$ cat config.mk
export PLATFORM = sky130hd
export DESIGN_NAME = hazard_ctrl_flat
export DESIGN_NICKNAME = d
export VERILOG_FILES = /design/src/rtl/hazard_ctrl_if.sv /design/src/rtl/hazard_ctrl.sv /design/src/flat_wrapper.sv
export SDC_FILE = /design/constraint.sdc
export NUM_CORES = 1
export LEC_CHECK = 0
export BUFFER_PORTS_ARGS = -buffer_cell sky130_fd_sc_hd__buf_4
export CAP_MARGIN = 5
export CELL_PAD_IN_SITES_DETAIL_PLACEMENT = 0
export CELL_PAD_IN_SITES_GLOBAL_PLACEMENT = 1
export CORE_MARGIN = 2
export CORE_UTILIZATION = 43
export DETAILED_ROUTE_END_ITERATION = 7
export PLACE_DENSITY = 0.84
export RECOVER_POWER = 50
export SLEW_MARGIN = 20
export SYNTH_ARGS = -nofsm -noshare
export SYNTH_HDL_FRONTEND = slang
export SYNTH_SLANG_ARGS = --single-unit
$ cat constraint.sdc
create_clock -name Clk -period 6.3 [get_ports Clk]
set_clock_uncertainty 0.15 [all_clocks]
set_input_delay 0.315 -clock Clk [delete_from_list [all_inputs] [get_ports Clk]]
set_output_delay 0.315 -clock Clk [all_outputs]
set_load 0.005 [all_outputs]
$ cat src/rtl/hazard_ctrl_if.sv
// Pipeline hazard-control signal bundle: ID/EX hazard sources in, pipeline steering out.
interface hazard_ctrl_if;
    logic [4:0]  ID_Rs;
    logic [4:0]  ID_Rt;
    logic        ID_Div;
    logic        EX_MemRead;
    logic [4:0]  EX_Rt;
    logic        Branch_Taken;
    logic        Cnt_Clr;
    logic        PC_Stall;
    logic        IFID_Stall;
    logic        IFID_Flush;
    logic        IDEX_Bubble;
    logic        Div_Busy;
    logic        Div_Done;
    logic [15:0] Stall_Cnt;

    modport master (
        output ID_Rs, ID_Rt, ID_Div, EX_MemRead, EX_Rt, Branch_Taken, Cnt_Clr,
        input  PC_Stall, IFID_Stall, IFID_Flush, IDEX_Bubble, Div_Busy, Div_Done, Stall_Cnt
    );

    modport slave (
        input  ID_Rs, ID_Rt, ID_Div, EX_MemRead, EX_Rt, Branch_Taken, Cnt_Clr,
        output PC_Stall, IFID_Stall, IFID_Flush, IDEX_Bubble, Div_Busy, Div_Done, Stall_Cnt
    );
endinterface

$ cat src/rtl/hazard_ctrl.sv
// Hazard controller: branch flush, load-use stall and multi-cycle divide stall with a
// saturating stall-cycle counter.
module hazard_ctrl #(
    parameter int unsigned DIV_CYCLES = 32
) (
    input logic          Clk,
    input logic          Rst,
    hazard_ctrl_if.slave bus
);

    typedef enum logic {StRun, StDiv} state_t;

    localparam logic [7:0] LP_CNT_INIT = 8'(DIV_CYCLES - 1);

    state_t      r_state;
    logic [7:0]  r_cnt;
    logic [15:0] r_stall_cnt;

    logic w_lu;
    logic w_pc_stall;
    logic w_ifid_stall;
    logic w_ifid_flush;
    logic w_idex_bubble;
    logic w_div_busy;
    logic w_div_done;
    logic w_div_issue;

    assign w_lu = bus.EX_MemRead && (bus.EX_Rt != 5'd0) &&
                  ((bus.EX_Rt == bus.ID_Rs) || (bus.EX_Rt == bus.ID_Rt));

    assign w_div_issue = (r_state == StRun) && !bus.Branch_Taken && !w_lu && bus.ID_Div;

    // Outputs are forced low while reset is held, independent of the inputs.
    always_comb begin
        w_pc_stall    = 1'b0;
        w_ifid_stall  = 1'b0;
        w_ifid_flush  = 1'b0;
        w_idex_bubble = 1'b0;
        w_div_busy    = 1'b0;
        w_div_done    = 1'b0;
        if (!Rst) begin
            unique case (r_state)
                StRun: begin
                    if (bus.Branch_Taken) begin
                        w_ifid_flush  = 1'b1;
                        w_idex_bubble = 1'b1;
                    end else if (w_lu || bus.ID_Div) begin
                        w_pc_stall    = 1'b1;
                        w_ifid_stall  = 1'b1;
                        w_idex_bubble = 1'b1;
                    end
                end
                StDiv: begin
                    w_div_busy = 1'b1;
                    if (r_cnt != 8'd0) begin
                        w_pc_stall    = 1'b1;
                        w_ifid_stall  = 1'b1;
                        w_idex_bubble = 1'b1;
                    end else begin
                        w_div_done = 1'b1;
                    end
                end
                default: ;
            endcase
        end
    end

    always_ff @(posedge Clk or posedge Rst) begin
        if (Rst) begin
            r_state <= StRun;
            r_cnt   <= 8'd0;
        end else begin
            unique case (r_state)
                StRun: begin
                    if (w_div_issue) begin
                        r_state <= StDiv;
                        r_cnt   <= LP_CNT_INIT;
                    end
                end
                StDiv: begin
                    if (r_cnt != 8'd0) begin
                        r_cnt <= r_cnt - 8'd1;
                    end else begin
                        r_state <= StRun;
                    end
                end
                default: r_state <= StRun;
            endcase
        end
    end

    always_ff @(posedge Clk or posedge Rst) begin
        if (Rst) begin
            r_stall_cnt <= 16'd0;
        end else if (bus.Cnt_Clr) begin
            r_stall_cnt <= 16'd0;
        end else if (w_pc_stall && (r_stall_cnt != 16'hFFFF)) begin
            r_stall_cnt <= r_stall_cnt + 16'd1;
        end
    end

    assign bus.PC_Stall    = w_pc_stall;
    assign bus.IFID_Stall  = w_ifid_stall;
    assign bus.IFID_Flush  = w_ifid_flush;
    assign bus.IDEX_Bubble = w_idex_bubble;
    assign bus.Div_Busy    = w_div_busy;
    assign bus.Div_Done    = w_div_done;
    assign bus.Stall_Cnt   = r_stall_cnt;

endmodule

$ cat src/flat_wrapper.sv
// flat-port wrapper written by rule: the top's interface ports become plain ports
module hazard_ctrl_flat 
#(
    parameter int unsigned DIV_CYCLES = 32
)
  (Clk, Rst, bus_ID_Rs, bus_ID_Rt, bus_ID_Div, bus_EX_MemRead, bus_EX_Rt, bus_Branch_Taken, bus_Cnt_Clr, bus_PC_Stall, bus_IFID_Stall, bus_IFID_Flush, bus_IDEX_Bubble, bus_Div_Busy, bus_Div_Done, bus_Stall_Cnt);
  hazard_ctrl_if bus_i ();
  input logic Clk;
  input logic Rst;
  input wire logic [$bits(bus_i.ID_Rs)-1:0] bus_ID_Rs;
  input wire logic [$bits(bus_i.ID_Rt)-1:0] bus_ID_Rt;
  input wire logic [$bits(bus_i.ID_Div)-1:0] bus_ID_Div;
  input wire logic [$bits(bus_i.EX_MemRead)-1:0] bus_EX_MemRead;
  input wire logic [$bits(bus_i.EX_Rt)-1:0] bus_EX_Rt;
  input wire logic [$bits(bus_i.Branch_Taken)-1:0] bus_Branch_Taken;
  input wire logic [$bits(bus_i.Cnt_Clr)-1:0] bus_Cnt_Clr;
  output wire logic [$bits(bus_i.PC_Stall)-1:0] bus_PC_Stall;
  output wire logic [$bits(bus_i.IFID_Stall)-1:0] bus_IFID_Stall;
  output wire logic [$bits(bus_i.IFID_Flush)-1:0] bus_IFID_Flush;
  output wire logic [$bits(bus_i.IDEX_Bubble)-1:0] bus_IDEX_Bubble;
  output wire logic [$bits(bus_i.Div_Busy)-1:0] bus_Div_Busy;
  output wire logic [$bits(bus_i.Div_Done)-1:0] bus_Div_Done;
  output wire logic [$bits(bus_i.Stall_Cnt)-1:0] bus_Stall_Cnt;
  assign bus_i.ID_Rs = bus_ID_Rs;
  assign bus_i.ID_Rt = bus_ID_Rt;
  assign bus_i.ID_Div = bus_ID_Div;
  assign bus_i.EX_MemRead = bus_EX_MemRead;
  assign bus_i.EX_Rt = bus_EX_Rt;
  assign bus_i.Branch_Taken = bus_Branch_Taken;
  assign bus_i.Cnt_Clr = bus_Cnt_Clr;
  assign bus_PC_Stall = bus_i.PC_Stall;
  assign bus_IFID_Stall = bus_i.IFID_Stall;
  assign bus_IFID_Flush = bus_i.IFID_Flush;
  assign bus_IDEX_Bubble = bus_i.IDEX_Bubble;
  assign bus_Div_Busy = bus_i.Div_Busy;
  assign bus_Div_Done = bus_i.Div_Done;
  assign bus_Stall_Cnt = bus_i.Stall_Cnt;
  hazard_ctrl #(.DIV_CYCLES(DIV_CYCLES)) u_core (.Clk(Clk), .Rst(Rst), .bus(bus_i));
endmodule
== After elaboration in Yosys (flattened, before gate mapping) ==
Index checks and enable logic that the tools add are counted.

* $add $sub $neg: 2
* Equal/unequal tests: 5
* Muxes and demuxes: 23
* Bitwise gates (word level): 1
* Reduce and logical (&&, ||, !) cells: 14

{| class="wikitable"
|+ Operator list
! kind !! number
|-
| 16-bit two-way mux || 2
|-
| 16-bit by 1-bit adder with 16-bit output, second input constant || 1
|-
| 8-bit two-way mux || 2
|-
| 16-bit != test, second input constant || 1
|-
| 8-bit one-hot mux with 2 select lines || 1
|-
| 1-bit two-way mux || 15
|-
| 5-bit == test || 2
|-
| 8-bit nonzero test || 1
|-
| 8-bit by 1-bit subtractor with 8-bit output, second input constant || 1
|-
| 1-bit logical AND || 6
|-
| 1-bit one-hot mux with 2 select lines || 3
|-
| 5-bit nonzero test || 1
|-
| 1-bit logical NOT || 2
|-
| 1-bit logical OR || 2
|-
| 2-bit by 1-bit != test with 1-bit output, second input constant || 1
|-
| 2-bit != test, second input constant || 1
|-
| 2-bit AND reduction || 1
|-
| 2-bit nonzero test || 1
|-
| 1-bit inverter || 1
|}

* Bits in registers: 25
* Bits of input ports: 21
* Word-level logic and storage cells: 48

== Longest topological paths before layout ==
* Depth after elaboration: 11
* Gate-level depth with buffers: 9
* Gate-level depth less buffers: 8

== Worst setup path after synthesis ==
Ideal clock, no wire load.

* Path kind: register to output
* Start point: register u_core.r_cnt[3]
* End point: output bus_PC_Stall
* Data arrival time: 2004 ps
* Data required time: 5835 ps
* Slack: 3831 ps
* Cell stages (with the launch flop): 8
* Path buffers: 3
* Cell sequence: dfrtp_1 -> or4_4 -> o41ai_4 -> o221a_4 -> buf_6 -> buf_12 -> inv_1 -> buf_4

* Word-level cells in the longest chain between the ends: 4

{| class="wikitable"
|+ RTL lines
! what !! RTL line !! text
|-
| start: declaration || hazard_ctrl.sv:16 || <nowiki>logic [7:0] r_cnt;</nowiki>
|-
| start signal: assignment || hazard_ctrl.sv:82 || <nowiki>r_cnt <= r_cnt - 8'd1;</nowiki>
|-
| 8-bit nonzero test || hazard_ctrl.sv:55 || <nowiki>if (r_cnt != 8'd0) begin</nowiki>
|-
| 1-bit two-way mux || n/a ||
|-
| 1-bit one-hot mux with 2 select lines || n/a ||
|-
| 1-bit two-way mux || n/a ||
|-
| end: declaration || flat_wrapper.sv:17 || <nowiki>output wire logic [$bits(bus_i.PC_Stall)-1:0] bus_PC_Stall;</nowiki>
|}

No other way between the ends.

== Final worst setup path ==
* Start point: register u_core.r_cnt[3]
* End point: output bus_IFID_Stall

* Word-level cells in the longest chain between the ends: 4

{| class="wikitable"
|+ RTL lines
! what !! RTL line !! text
|-
| 8-bit nonzero test || hazard_ctrl.sv:55 ||
|-
| 1-bit two-way mux || hazard_ctrl.sv:55 ||
|-
| 1-bit one-hot mux with 2 select lines || hazard_ctrl.sv:42 || <nowiki>unique case (r_state)</nowiki>
|-
| 1-bit two-way mux || hazard_ctrl.sv:41 || <nowiki>if (!Rst) begin</nowiki>
|-
| end: declaration || flat_wrapper.sv:18 || <nowiki>output wire logic [$bits(bus_i.IFID_Stall)-1:0] bus_IFID_Stall;</nowiki>
|}

No other way between the ends.

==> results_dict.tcl <==
set metrics [dict create \
    clock_path_buffers 2 \
    ys_seq_area_share_pct 37.7 \
    p_total_uw 512 \
    grt_max_degree 32 \
    cts_root_buffer "clkbuf_8" \
    holdBufCountCts 0 \
    drc_errors 0 \
    first_iter_violations 58 \
    globalplace.congestion 0.716 \
    stdcell_count 259 \
    rows 22 \
    path_cells "or4_4 > o41ai_4 > o221a_4 > inv_1 > buf_4" \
    ant_nets 0 \
    worst-path-max-fanout 31 \
    crit_arrival_ns 2.49 \
    syn_nets 196 \
    die_height_um 66.1 \
    cts_made_buffers 3 \
    vias_per_cell 5.53 \
    avgSynthCellArea_um2 9.65 \
    crit_slowest_cell "or4_4" \
    r2r_cells 5 \
    dp_cells 255 \
    worstSetupPathType "reg2out" \
    power_frac_clock_pct 18.6 \
    cap_violations 0 \
    finalSetupViolations 0 \
    grt_first_pass_wirelength_mm 6.54 \
    grt_pass1_vias 1486 \
    htree_levels 1 \
    seq_power_share_pct 45.8 \
    critPathLaunch "u_core.r_cnt[3]" \
    rsz0062_at_grt "no" \
    vias 1431 \
    cpPeakStageDelay_ns 0.59 \
    synth_cells 172 \
    ys_ff_latch 25 \
    post_cts_buffers 0 \
    p_sw_share_pct 36.6 \
    ioPinCount 43 \
    relSlewSlack_pct 35.2 \
    area_growth_pct 21.3 \
    p_int_uw 324 \
    cts_tree "built" \
    period_share_pct 46.9 \
    r2r_slack_ns 3.64 \
    clk_pin_slew_worst_paths_ns 0.09 \
    cp.required_ns 5.83 \
    synth_edf_count 0 \
    period_needed_ns 2.95 \
    multi_input_comb_area_um2 950 \
    reg2reg_to "u_core.bus.Stall_Cnt[6]" \
    drive_gt1_share_pct 33.2 \
    power_density_mw_per_mm2 254 \
    hpwlAfterDp_mm 2.89 \
    finalNetCount 236 \
    register_area_um2 626 \
    clkSinkCount 25 \
    tns_ns 0 \
    synth-main-ff-cell "dfrtp_1" \
    nFillCells 363 \
    fin_area_mm2 0.00201 \
    total_leakage_power_uw 0.000852 \
    endpoint_kind "primary output" \
    finalMaxSlewViolations 0 \
    final_cell_mix "30 x buf_4, 25 x dfrtp_1, 14 x nor2_1, 12 x xor2_1, 11 x nand3_1" \
    dr.pass1.iters 4 \
    antenna_found_initial 0 \
    dieArea_mm2 0.00437 \
    ys_types 40 \
    insertion_delay_ns 0.26 \
    status "completed" \
    place_area_mm2 0.00197 \
    dieWidth_um 66.1 \
    overflow 0 \
    detail_route.wl_per_cell_um 14.4 \
    r2r_start "u_core.r_cnt[3]" \
    start_kind "flop" \
    hold_violations 0 \
    insertedDiodeCount 0 \
    comb_power_share_pct 35.6 \
    tightest_slew_ns 0.966 \
    drt-total-wl_mm 3.72 \
    core_area_mm2 0.00369 \
    track_usage_pct 19.0 \
    synth_area_mm2 0.00166 \
    max_freq_ghz 0.339 \
    mostFrequentLayoutCell "buf_4" \
    start_util_pct 45.0 \
    hp-class "in2async" \
    yosys_warnings 0 \
    async_flop_share_pct 100 \
    switchingPower_uw 187 \
    crit_end "bus_IFID_Stall" \
    post-route-util_pct 54.6 \
    ir_worst_vdd_mv 0.100 \
    cts_resized 0 \
    port_buffers 42 \
]
flip-flops by register name, summed over array words and instances (netlist names):
register              flops
u_core.r_state            1
u_core.r_cnt              8
u_core.bus.Stall_Cnt     16
cell usage after synthesis, types with 2 or more instances:
library cell	instances	area, um2
xnor2_1	3	26.3
nand3_1	11	55.1
ha_1	3	37.5
a21oi_1	6	30.0
nor3_1	7	35.0
nand2_1	6	22.5
o21ai_2	9	78.8
or3_1	8	50.1
a21oi_2	9	78.8
dfrtp_1	25	626
nand4_1	3	18.8
and3_1	5	31.3
nor2b_1	3	18.8
or4_1	8	60.1
o21ai_0	4	20.0
mux2_4	2	30.0
o31ai_1	6	45.0
nor2_1	14	52.6
nand2b_1	2	12.5
buf_6	2	22.5
xor2_1	12	105
inv_1	6	22.5
final cells by class:
type	count	share of cell area [%]
Clock inverter	1	0.373
Multi-Input combinational cell	134	47.1
Sequential cell	25	31.1
Inverter	6	1.12
Timing Repair Buffer	42	15.3
Clock buffer	3	2.05
Tap cell	48	2.98
per-layer routing:
metal | vias up | GRT usage [%] | routed length [um]
li1 | 716 | - | -
met1 | 698 | 23.1 | 1680
met2 | 15 | 35.6 | 1960
met3 | 2 | 1.70 | 58
met4 | 0 | 4.59 | 27
met5 | - | 0 | 0
power groups by stage:
| stage | clock network (uW) | registers, uW | logic [uW] |
|---|---|---|---|
| 3_5_place_dp | 0 | 237 | 184 |
| 3_3_place_gp | 0 | 233 | 174 |
| 4_1_cts | 97.8 | 234 | 186 |
| 5_1_grt | 106 | 239 | 205 |
| 6_report | 95.1 | 234 | 182 |
| 2_1_floorplan | 0 | 226 | 149 |
worst min-delay path by stage:
stage                          startpoint                  endpoint  cells after the start
after floorplan                       Rst   u_core.bus.Stall_Cnt[0]                      1
after global placement    u_core.r_cnt[1]           u_core.r_cnt[1]                      1
after detailed placement  u_core.r_cnt[1]           u_core.r_cnt[1]                      1
after CTS                             Rst  u_core.bus.Stall_Cnt[12]                      2
after global routing                  Rst           u_core.r_cnt[7]                      2
final                                 Rst  u_core.bus.Stall_Cnt[12]                      2
worst max-delay path: cells and delay by family (launching register included):
family / cells / cell delay, ns
and+or+nand+nor: 1 / 0.59
DFF: 1 / 0.45
buffers and inverters: 2 / 0.25
AOI/OAI and AO/OA: 2 / 0.92
through the flow:
stage	hold WS [ns]	setup slack, ns
3_5_place_dp	0.365	3.53
6_report	0.0633	3.35
2_1_floorplan	0.214	3.83
5_1_grt	0.123	3.05
3_3_place_gp	0.343	3.62
4_1_cts	0.207	3.36
kinds of logic (layout without fill, tap and decap cells):
logic type	Yosys count	after routing	synth area share, %
simple gates	73	73	24.6
flops	25	25	37.7
xor+xnor	15	15	7.91
compound gates	40	40	20.0
buf+inv	13	52	5.12
fa+ha+maj	3	3	2.26
mux	3	3	2.49
(Power assumes the default switching activity.)
